File: src/rtl/hidden_bp_pkg.sv
// Shared types and default constants for the hidden-neuron backprop weight updater.
package hidden_bp_pkg;

    localparam int W_WIDTH_DEF  = 8;
    localparam int LR_SHIFT_DEF = 2;

    typedef enum logic [1:0] {
        ST_IDLE,
        ST_LOAD,
        ST_UPDATE,
        ST_DONE
    } bp_state_e;

    typedef logic signed [W_WIDTH_DEF-1:0] weight_t;

endpackage

File: src/rtl/hidden_bp_sat_add.sv
// W-bit signed adder; saturates to the signed range when HIDDEN_BP_SAT_EN is defined,
// otherwise wraps modulo 2^W.
module hidden_bp_sat_add #(
    parameter int W = 8
) (
    input  logic signed [W-1:0] a,
    input  logic signed [W-1:0] b,
    output logic signed [W-1:0] sum
);

`ifdef HIDDEN_BP_SAT_EN
    logic [W:0] wide;

    // One guard bit: overflow shows up as the two top bits disagreeing.
    assign wide = {a[W-1], a} + {b[W-1], b};

    always_comb begin
        sum = wide[W-1:0];
        if (wide[W] != wide[W-1]) begin
            sum = wide[W] ? {1'b1, {(W-1){1'b0}}} : {1'b0, {(W-1){1'b1}}};
        end
    end
`else
    assign sum = a + b;
`endif

endmodule

File: src/rtl/hidden_backprop_seq.sv
// Sequential weight updater for one hidden neuron: w_k += x[k] ? (err >>> LR_SHIFT) : 0,
// one weight per cycle. Define HIDDEN_BP_SAT_EN for saturating adds (default: wrap).
module hidden_backprop_seq
    import hidden_bp_pkg::*;
#(
    parameter int N_IN     = 4,
    parameter int W_WIDTH  = W_WIDTH_DEF,
    parameter int LR_SHIFT = LR_SHIFT_DEF
) (
    input  logic                      clk_i,
    input  logic                      rst_ni,
    input  logic                      en_i,
    input  logic                      start_i,
    input  logic signed [W_WIDTH-1:0] err_i,
    input  logic [N_IN-1:0]           x_i,
    input  logic [N_IN*W_WIDTH-1:0]   w_i,
    output logic [N_IN*W_WIDTH-1:0]   w_o,
    output logic                      busy_o,
    output logic                      valid_o
);

    localparam int K_W = $clog2(N_IN);
    localparam logic [K_W-1:0] K_LAST = K_W'(N_IN - 1);

    bp_state_e                       state;
    logic signed [W_WIDTH-1:0]       err_q;
    logic signed [W_WIDTH-1:0]       delta_q;
    logic [N_IN-1:0]                 x_q;
    logic [N_IN-1:0][W_WIDTH-1:0]    w_work;
    logic [N_IN-1:0][W_WIDTH-1:0]    w_out_q;
    logic [K_W-1:0]                  k;

    logic signed [W_WIDTH-1:0]       addend;
    logic signed [W_WIDTH-1:0]       w_next;

    // Gated delta for the weight currently addressed by k.
    assign addend = x_q[k] ? delta_q : '0;

    hidden_bp_sat_add #(
        .W (W_WIDTH)
    ) u_add (
        .a   (w_work[k]),
        .b   (addend),
        .sum (w_next)
    );

    always_ff @(posedge clk_i or negedge rst_ni) begin
        if (!rst_ni) begin
            // NOTE: every datapath register is cleared here, not just the FSM, so a reset
            // mid-update leaves no stale operands and w_o reads zero immediately.
            state   <= ST_IDLE;
            err_q   <= '0;
            delta_q <= '0;
            x_q     <= '0;
            w_work  <= '0;
            w_out_q <= '0;
            k       <= '0;
            valid_o <= 1'b0;
        end else begin
            // NOTE: non-blocking throughout; valid_o defaults low so it can only pulse.
            valid_o <= 1'b0;
            if (state != ST_IDLE && !en_i) begin
                state <= ST_IDLE;
            end else begin
                case (state)
                    ST_IDLE: begin
                        if (start_i && en_i) begin
                            err_q  <= err_i;
                            x_q    <= x_i;
                            w_work <= w_i;
                            state  <= ST_LOAD;
                        end
                    end
                    ST_LOAD: begin
                        delta_q <= err_q >>> LR_SHIFT;
                        k       <= '0;
                        state   <= ST_UPDATE;
                    end
                    ST_UPDATE: begin
                        w_work[k] <= w_next;
                        if (k == K_LAST) begin
                            state <= ST_DONE;
                        end else begin
                            k <= k + 1'b1;
                        end
                    end
                    ST_DONE: begin
                        w_out_q <= w_work;
                        valid_o <= 1'b1;
                        state   <= ST_IDLE;
                    end
                    default: state <= ST_IDLE;
                endcase
            end
        end
    end

    assign busy_o = (state != ST_IDLE);
    assign w_o    = w_out_q;

endmodule

File: config.mk
export PLATFORM = sky130hd
export DESIGN_NAME = hidden_backprop_seq
export DESIGN_NICKNAME = d
export VERILOG_FILES = /design/src/rtl/hidden_bp_pkg.sv /design/src/rtl/hidden_bp_sat_add.sv /design/src/rtl/hidden_backprop_seq.sv
export SDC_FILE = /design/constraint.sdc
export NUM_CORES = 1
export LEC_CHECK = 0
export BUFFER_PORTS_ARGS = -buffer_cell sky130_fd_sc_hd__buf_2
export CAP_MARGIN = 15
export CORE_ASPECT_RATIO = 1.2
export CORE_MARGIN = 5
export CORE_UTILIZATION = 40
export DETAILED_ROUTE_END_ITERATION = 8
export HOLD_SLACK_MARGIN = 0.08
export SYNTH_ARGS = -nofsm -noshare
export SYNTH_HDL_FRONTEND = slang
export SYNTH_SLANG_ARGS = --single-unit
File: constraint.sdc
create_clock -name clk_i -period 2.65 [get_ports clk_i]
set_clock_uncertainty 0.15 [all_clocks]
set_input_delay 0.1325 -clock clk_i [delete_from_list [all_inputs] [get_ports clk_i]]
set_output_delay 0.1325 -clock clk_i [all_outputs]
set_load 0.05 [all_outputs]
# After elaboration in Yosys (flattened, before gate mapping)
# Index checks and enable logic that the tools add are counted.
classes:
  magnitude_cmp: 2
  eq_ne: 8
  n_shift: 0
  mul: 0
  n_reduce_logical: 14
  addsub: 2
  div: 0
  mux: 18
  bitwise: 1
ops:
  columns: ["cell", "n"]
  rows:
  - ["$pmux 32 s2", 1]
  - ["$bwmux 32", 1]
  - ["$mux 32", 1]
  - ["$mux 8", 3]
  - ["$bmux 8 s2", 1]
  - ["$demux 8 s2", 1]
  - ["$reduce_and 3->1", 3]
  - ["$add 8x8->8", 1]
  - ["$mux 2", 4]
  - ["$pmux 2 s4", 1]
  - ["$eq 2x2->1 const B", 3]
  - ["$ne 3x3->1 const B", 2]
  - ["$reduce_and 2->1", 3]
  - ["$reduce_bool 2->1", 3]
  - ["$ne 2x2->1 const B", 2]
  - ["$pmux 2 s2", 1]
  - ["$logic_and 1x1->1", 3]
  - ["$lt 2x3->1 const B", 1]
  - ["$mux 1", 3]
  - ["$add 2x1->2 const B", 1]
  - ["$bmux 1 s2", 1]
  - ["$eq 2x1->1 const B", 1]
  - ["$ge 2x1->1 const B", 1]
  - ["$logic_not 2->1", 1]
  - ["other kinds (2)", 2]
word_totals:
  romBits: 0
  ram_bits: 0
  memories: 0
  out_inout_bits: 34
  ff_bits: 87
  latchBits: 0
  word_cells: 59

# Logic depth before layout (Yosys ltp)
# Gate-level depths: netlist of the first run.
logic_depth:
  depth_word: 6
  ltp_mapped: 9
  depth_no_buf: 9

# By module
# From an unflattened synthesis of the first run, not the netlist that was laid out.
hier_totals:
  cells_unflattened: 329
  hier_area_um2: 4426.7
modules_own_cells:
  columns: ["mod", "cells_per_inst", "n_inst", "seq_area_each_um2", "area_per_inst_um2"]
  rows:
  - ["hidden_backprop_seq", 287, 1, 2127.0, 4095.2]
  - ["hidden_bp_sat_add", 42, 1, 0.0, 331.6]

# Worst setup path before layout of the first run
# Ideal clock, no wire load.
synth_path:
  kind: "reg-to-reg"
  from: "register k[0]"
  to: "register w_work[28] (netlist name)"
  required_time_ps: 2364
  n_path_buf: 1
  path_stages_with_launch: 10
  path_slack_ps: -246
  setup_ps: 136
  arrival_ps: 2611
  period_less_slack_ps: 2896
  path_cell_list: "dfrtp_1 -> buf_2 -> mux4_2 -> ha_1 -> fa_1 -> a21oi_1 -> o21ai_0 -> xor2_1 -> nor3_1 -> a21oi_1"
synth_between:
  elab_chain_len: 6
synth_lines:
  columns: ["item", "line_no", "rtl"]
  rows:
  - ["from (decl)", "hidden_backprop_seq.sv:31", "logic [K_W-1:0] k;"]
  - ["from (signal assigned)", "hidden_backprop_seq.sv:84", "k <= k + 1'b1;"]
  - ["$bmux 1 s2, or another cell as far along", "hidden_backprop_seq.sv:37", "assign addend = x_q[k] ? delta_q : '0;"]
  - ["$mux 1 (implied by the code) or $logic_and 1x1->1 (tied branches)", "hidden_backprop_seq.sv:37, hidden_backprop_seq.sv:80", null]
  - ["$mux 8 (on tied branches)", "hidden_backprop_seq.sv:37, hidden_backprop_seq.sv:80", null]
  - ["$add 8x8->8 or $demux 8 s2 (tied branches)", "hidden_bp_sat_add.sv:24, hidden_backprop_seq.sv:80", null]
  - ["$bwmux 32 *", "hidden_backprop_seq.sv:80", "w_work[k] <= w_next;"]
  - ["$pmux 32 s2 *", "hidden_backprop_seq.sv:65", "case (state)"]
  - ["to (signal assigned)", "hidden_backprop_seq.sv:70", "w_work <= w_i;"]
  - ["to (signal, indexed assignment)", "hidden_backprop_seq.sv:80", null]
  - ["to (decl)", "hidden_backprop_seq.sv:29", "logic [N_IN-1:0][W_WIDTH-1:0] w_work;"]
# Every way passes the cells marked *; elsewhere a longest branch is shown, timed or not. The select of a mux whose other input is x is not followed.
# A chain may end at the register's enable or synchronous reset.

# Worst setup path in the final report of the first run
layout_path:
  from: "register k[0]"
  to: "register w_work[6] (netlist name)"
# The elaborated chain is that of the path after synthesis.

==> impl_metrics.json, run 1 <==
{
  "status": "finished, violations left",
  "violated_checks": "negative setup slack",
  "clk_root_buf": "clkbuf_16",
  "regToRegStartpoint": "k[0]$_DFFE_PN0P_",
  "drive_gt1_share_pct": 42.0,
  "num_vias": 3324,
  "rr_worst_depth": 9,
  "critPathArrivalTime_ns": 2.82,
  "cp_top_family": "compound AO/OA/AOI/OAI gates",
  "setup.worst_path.class": "flip-flop to flip-flop",
  "total_power_uw": 8460,
  "global_routing_usage_summed_across_all_routing_layers_pct": 18.1,
  "hold_slack_ns": 0.230,
  "ant_nets_after_route": 0,
  "cpMostUsedCell": "a21oi_2",
  "detail_route.wirelength_um": 10900,
  "worst_case_headroom_to_the_max_slew_limit_pct": 56.9,
  "die_w_um": 103,
  "netlist_area_mm2": 0.00418,
  "deepest_level_of_the_cts_h_tree": 3,
  "vias_per_cell": 5.27,
  "synth_edf_count": 0,
  "hold_path.class": "input pin to async pin",
  "worst_slack_ns": -0.102,
  "yosys_register_bits": 85,
  "crit_buf_inv": 0,
  "ir_worst_vdd_uv": 599,
  "die_extent_in_y_um": 122,
  "cp-startpoint": "k[0]$_DFFE_PN0P_",
  "drt-initial-drc-count": 90,
  "cts-buffers-inserted": 9,
  "shortest_period_the_worst_path_allows_ns": 2.75,
  "utilization_pct": 57.3,
  "worstSetupStartpointType": "flip-flop",
  "final_number_of_max_transition_violations": 0,
  "core_area_mm2": 0.0101,
  "totalNegativeSetupSlack_ns": -0.521,
  "finalHoldViolCount": 0,
  "place.port_buffers": 79,
  "synth.yosys.warnings": 0,
  "std_cell_rows": 40,
  "r2r_slack_ns": -0.10,
  "crit_chain": "mux4_2, and2_4, ha_4, fa_2, a21oi_2, o21ai_1, a21oi_2, xnor2_2, a31o_2",
  "cellLeakagePower_uw": 0.00260,
  "mapped_avg_cell_area_um2": 11.8,
  "synth_sequential_area_ratio_pct": 50.9,
  "place.detailed.hpwl_um": 7800,
  "pre_cts_slack_ns": -0.143,
  "r2r_end": "w_work[6]$_DFFE_PN0P_",
  "async_sr_flop_fraction_pct": 100,
  "initial_core_util_pct": 41.3,
  "maximum_clock_frequency_ghz": 0.363,
  "finish.net_count": 565,
  "post-route-drc-count": 0,
  "wirelength_per_cell_um": 17.3,
  "clock_insertion_delay_worst_skew_ns": 0.33,
  "rsz0062_at_grt": "yes",
  "cts_tree": "yes",
  "synth_cell_type_count": 34,
  "antenna_violations_before_repair": 0,
  "drv_cap": 0,
  "n_antenna_cell": 0,
  "power.density_mw_per_mm2": 1460,
  "flow.area_growth_from_synthesis_pct": 38.7,
  "cp.depth": 9,
  "design.portCount": 82,
  "longest_clk_path_bufs": 2,
  "cts.sink_count": 85,
  "synth_cells": 353,
  "synth-main-ff-cell": "dfrtp_1",
  "biggest_fanout_along_the_worst_timing_path": 4,
  "timing.critical_path.to_type": "flip-flop",
  "final_min_period_over_clock_period_pct": 104,
  "net_count_after_synthesis": 417,
  "drtPass1Iterations": 4,
  "design.die.area_mm2": 0.0126,
  "global_placement_routability_congestion": 0.868,
  "critical-path-max-stage-delay_ns": 0.56,
  "first_global_vias": 3515,
  "finalSetupViolations": 14,
  "grt_start_max_net_pins": 52,
  "cp_slowest_cell": "mux4_2",
  "cp-endpoint": "w_work[6]$_DFFE_PN0P_",
  "global_route.overflow_total": 0,
  "cts.clk_slew.worst_paths_ns": 0.06,
  "grt_pass1_wl_um": 17300,
  "cp.required_ns": 2.72,
  "worst-slew-pin-transition_ns": 0.647
}
## worst min-delay path by stage
stage                start                     end  slack [ns]  cells after the start
floorplan           rst_ni  delta_q[0]$_DFFE_PN0P_       -0.31                      0
global placement    rst_ni       valid_o$_DFF_PN0_        0.05                      1
detailed placement  rst_ni       valid_o$_DFF_PN0_        0.05                      1
CTS                 rst_ni       valid_o$_DFF_PN0_        0.24                      2
global route        rst_ni      w_o[3]$_DFFE_PN0P_        0.30                      2
finish              rst_ni       valid_o$_DFF_PN0_        0.23                      2
## routing by layer
layer | vias to the layer above | part of all wire [%] | track usage (%)
met5 | - | 0 | 0
met2 | 71 | 51 | 30.3
li1 | 1608 | - | -
met3 | 10 | 3.9 | 3.44
met4 | 0 | 1.4 | 5.91
met1 | 1635 | 44 | 23.3
## worst register-to-register path: stages (launching register included)
cell	delay, ns
dfrtp_2	0.38
mux4_2	0.56
and2_4	0.17
ha_4	0.16
fa_2	0.37
a21oi_2	0.15
o21ai_1	0.10
a21oi_2	0.21
xnor2_2	0.13
a31o_2	0.27
## final cells by class
type | count | area (um2)
fillers | 875 | 4320
flip-flops and latches | 85 | 2130
multi-input cells | 240 | 2100
repair buffers | 155 | 1090
clock buffers | 13 | 250
well taps | 126 | 158
inverters | 10 | 37.5
clock inverters | 2 | 35.0
## cell usage after synthesis, drive strengths merged, types with 9 or more instances
cell | n | area share (%)
nor2 | 12 | 1.1
o21ai | 24 | 2.9
inv | 10 | 0.90
mux2 | 48 | 13
dfrtp | 85 | 51
ha | 15 | 4.5
and2 | 9 | 1.4
clkbuf | 11 | 0.99
o22ai | 25 | 3.7
nand2 | 18 | 1.6
a21oi | 28 | 3.4
mux4 | 9 | 5.0
## flip-flops by register name (all words and copies together), names as in the netlist
register / flops
w_o: 32
w_work: 32
valid_o: 1
k: 2
x_q: 4
delta_q: 6
state: 2
err_q: 6
## per-stage QoR
step	cells	area [um2]
6_report	631	5790
5_1_grt	631	5790
4_1_cts	629	5670
3_5_place_dp	568	4900
3_3_place_gp	568	4900
2_1_floorplan	353	4210
## logic make-up after synthesis
group	Yosys count	synth area share (%)
flip-flops	85	50.9
AO/OA/AOI/OAI	105	15.4
adder cells (fa/ha/maj)	16	4.97
multiplexers	58	18.2
buffers and inverters	28	2.73
XOR/XNOR	7	1.65
AND/OR/NAND/NOR	54	6.11
## report_power, final
| part | leakage (uW) | internal (uW) | switching (uW) |
|---|---|---|---|
| sequential | 0.00101 | 1940 | 425 |
| clock | 0.000140 | 750 | 478 |
| combinational | 0.00145 | 2150 | 2710 |
## cells in the final DEF (no fill, tap or decap), types with 10 or more instances in the layout
master / synthesis / final
a21oi_1: 28 / 24
buf_2: 7 / 78
buf_4: 0 / 30
dfrtp_1: 85 / 84
dlygate4sd3_1: 0 / 45
inv_1: 10 / 10
mux2_2: 48 / 48
nand2_1: 18 / 18
nor2_1: 11 / 11
o21ai_0: 22 / 14
o22ai_1: 25 / 25
## what timing repair did
action                                 4_1_cts  5_1_grt
hold buffers                                45        0
pin swaps                                    6       12
endpoints found under the hold margin       93        0
resized for setup                            7       20
setup buffers                                1        3
gates cloned                                 0        0
setup endpoints to repair                   16       28
(Power assumes the default switching activity.)
==> run 2, diff against run 1 <==
CTS_CLUSTER_DIAMETER = 30   (was unset)
REMOVE_ABC_BUFFERS = 1   (was unset)
SETUP_SLACK_MARGIN = 0.3   (was unset)
==> impl_metrics.json, run 2 (synthesis results as in run 1) <==
{
  "worst_slack_ns": -0.00145,
  "deepest_level_of_the_cts_h_tree": 3,
  "clock_insertion_delay_worst_skew_ns": 0.34,
  "place.detailed.hpwl_um": 7710,
  "maximum_clock_frequency_ghz": 0.377,
  "worst_case_headroom_to_the_max_slew_limit_pct": 57.5,
  "setup.worst_path.class": "flip-flop to flip-flop",
  "hold_slack_ns": 0.170,
  "n_antenna_cell": 0,
  "place.port_buffers": 79,
  "power.density_mw_per_mm2": 1480,
  "initial_core_util_pct": 41.3,
  "drt-initial-drc-count": 139,
  "design.portCount": 82,
  "fin_cells": 635,
  "antenna_violations_before_repair": 1,
  "core_area_mm2": 0.0101,
  "grt_pass1_wl_um": 17800,
  "status": "finished, violations left",
  "cts-buffers-inserted": 9,
  "post-place-cells": 572,
  "finalSetupViolations": 1,
  "wirelength_per_cell_um": 17.4,
  "cp.required_ns": 2.72,
  "total_power_uw": 8700,
  "critPathArrivalTime_ns": 2.72,
  "cts.clk_slew.worst_paths_ns": 0.06,
  "rsz0062_at_grt": "yes",
  "flow.area_growth_from_synthesis_pct": 40.7,
  "global_placement_routability_congestion": 0.910,
  "global_routing_usage_summed_across_all_routing_layers_pct": 18.2,
  "cts.sink_count": 85,
  "global_route.overflow_total": 0,
  "design.die.area_mm2": 0.0126,
  "drive_gt1_share_pct": 43.8,
  "drtPass1Iterations": 4,
  "worst-slew-pin-transition_ns": 0.620,
  "grt_start_max_net_pins": 86,
  "final_number_of_max_transition_violations": 0,
  "post-route-drc-count": 0,
  "cellLeakagePower_uw": 0.00263,
  "pre_cts_slack_ns": -0.162,
  "final_min_period_over_clock_period_pct": 100,
  "timing.critical_path.to_type": "flip-flop",
  "finalHoldViolCount": 0,
  "ir_worst_vdd_uv": 907,
  "most_frequent_cells_in_the_layout": "dfrtp_1, buf_2, mux2_2",
  "drv_cap": 0,
  "worstSetupStartpointType": "flip-flop",
  "longest_clk_path_bufs": 2,
  "finish.net_count": 569,
  "die_extent_in_y_um": 122,
  "vias_per_cell": 5.37,
  "hold_path.class": "input pin to async pin",
  "biggest_fanout_along_the_worst_timing_path": 4,
  "die_w_um": 103,
  "totalNegativeSetupSlack_ns": -0.00145,
  "violated_checks": "negative setup slack",
  "leading_cell_type_in_the_layout_fill_and_taps_excluded": "dfrtp_1",
  "first_global_vias": 3553,
  "clk_root_buf": "clkbuf_16",
  "cts_tree": "yes",
  "num_vias": 3411,
  "ant_nets_after_route": 0,
  "detail_route.wirelength_um": 11100,
  "shortest_period_the_worst_path_allows_ns": 2.65,
  "std_cell_rows": 40
}
run 2: path summary, 6_finish.rpt:
path | from | to | slack [ns] | cells after the start
setup / recovery | k[0]$_DFFE_PN0P_ | w_work[12]$_DFFE_PN0P_ | -0.001 | 10
hold / removal | rst_ni | w_o[4]$_DFFE_PN0P_ | 0.17 | 2
setup reg to reg | k[0]$_DFFE_PN0P_ | w_work[12]$_DFFE_PN0P_ | -0.001 | 10
hold reg to reg | w_o[5]$_DFFE_PN0P_ | w_o[5]$_DFFE_PN0P_ | 0.35 | 1
max in group asynchronous | rst_ni | x_q[2]$_DFFE_PN0P_ | 1.54 | 3
min in group clk_i | w_o[5]$_DFFE_PN0P_ | w_o[5]$_DFFE_PN0P_ | 0.35 | 1
run 2: power by group:
part | leakage (uW) | switching (uW) | total (uW) | internal (uW)
logic | 0.00147 | 2800 | 5070 | 2270
registers | 0.00101 | 414 | 2360 | 1940
clock network | 0.000147 | 498 | 1270 | 773
run 2: critical path, cell delays in order, from the launching register on:
cell and delay (ns):
dfrtp_1 0.38, mux4_2 0.54, and2_4 0.17, ha_4 0.15
fa_2 0.34, a21oi_2 0.16, o21ai_1 0.10, xor2_1 0.14
nor3_1 0.17, buf_4 0.16, a21oi_1 0.06
run 2: repair_timing:
item | CTS | global route
hold buffers | 45 | 0
endpoints found under the hold margin | 129 | 0
buffers inserted | 2 | 0
pin swaps | 18 | 16
gates resized for setup | 25 | 22
setup endpoints to repair | 28 | 32
run 2: routing by layer:
metal	up-vias	part of all wire [%]	wire (um)	global-route usage [%]
met5	-	0.12	13	0
met4	2	2.7	304	6.72
met1	1669	41	4550	22.5
met3	23	5.1	567	3.84
met2	108	51	5620	30.9
li1	1609	-	-	-
run 2: per-stage QoR:
step	util [%]	instance area [um2]
3_5_place_dp	48.5	4900
5_1_grt	58.1	5880
6_report	58.1	5880
2_1_floorplan	-	4100
3_3_place_gp	48.5	4900
4_1_cts	56.7	5740
run 2: final cells by class:
| type | instances | area, um2 |
|---|---|---|
| Multi-Input combinational cell | 240 | 2120 |
| Tap cell | 126 | 158 |
| Clock buffer | 11 | 253 |
| Clock inverter | 4 | 47.5 |
| Inverter | 10 | 37.5 |
| Fill cell | 879 | 4230 |
| Sequential cell | 85 | 2130 |
| Timing Repair Buffer | 159 | 1130 |
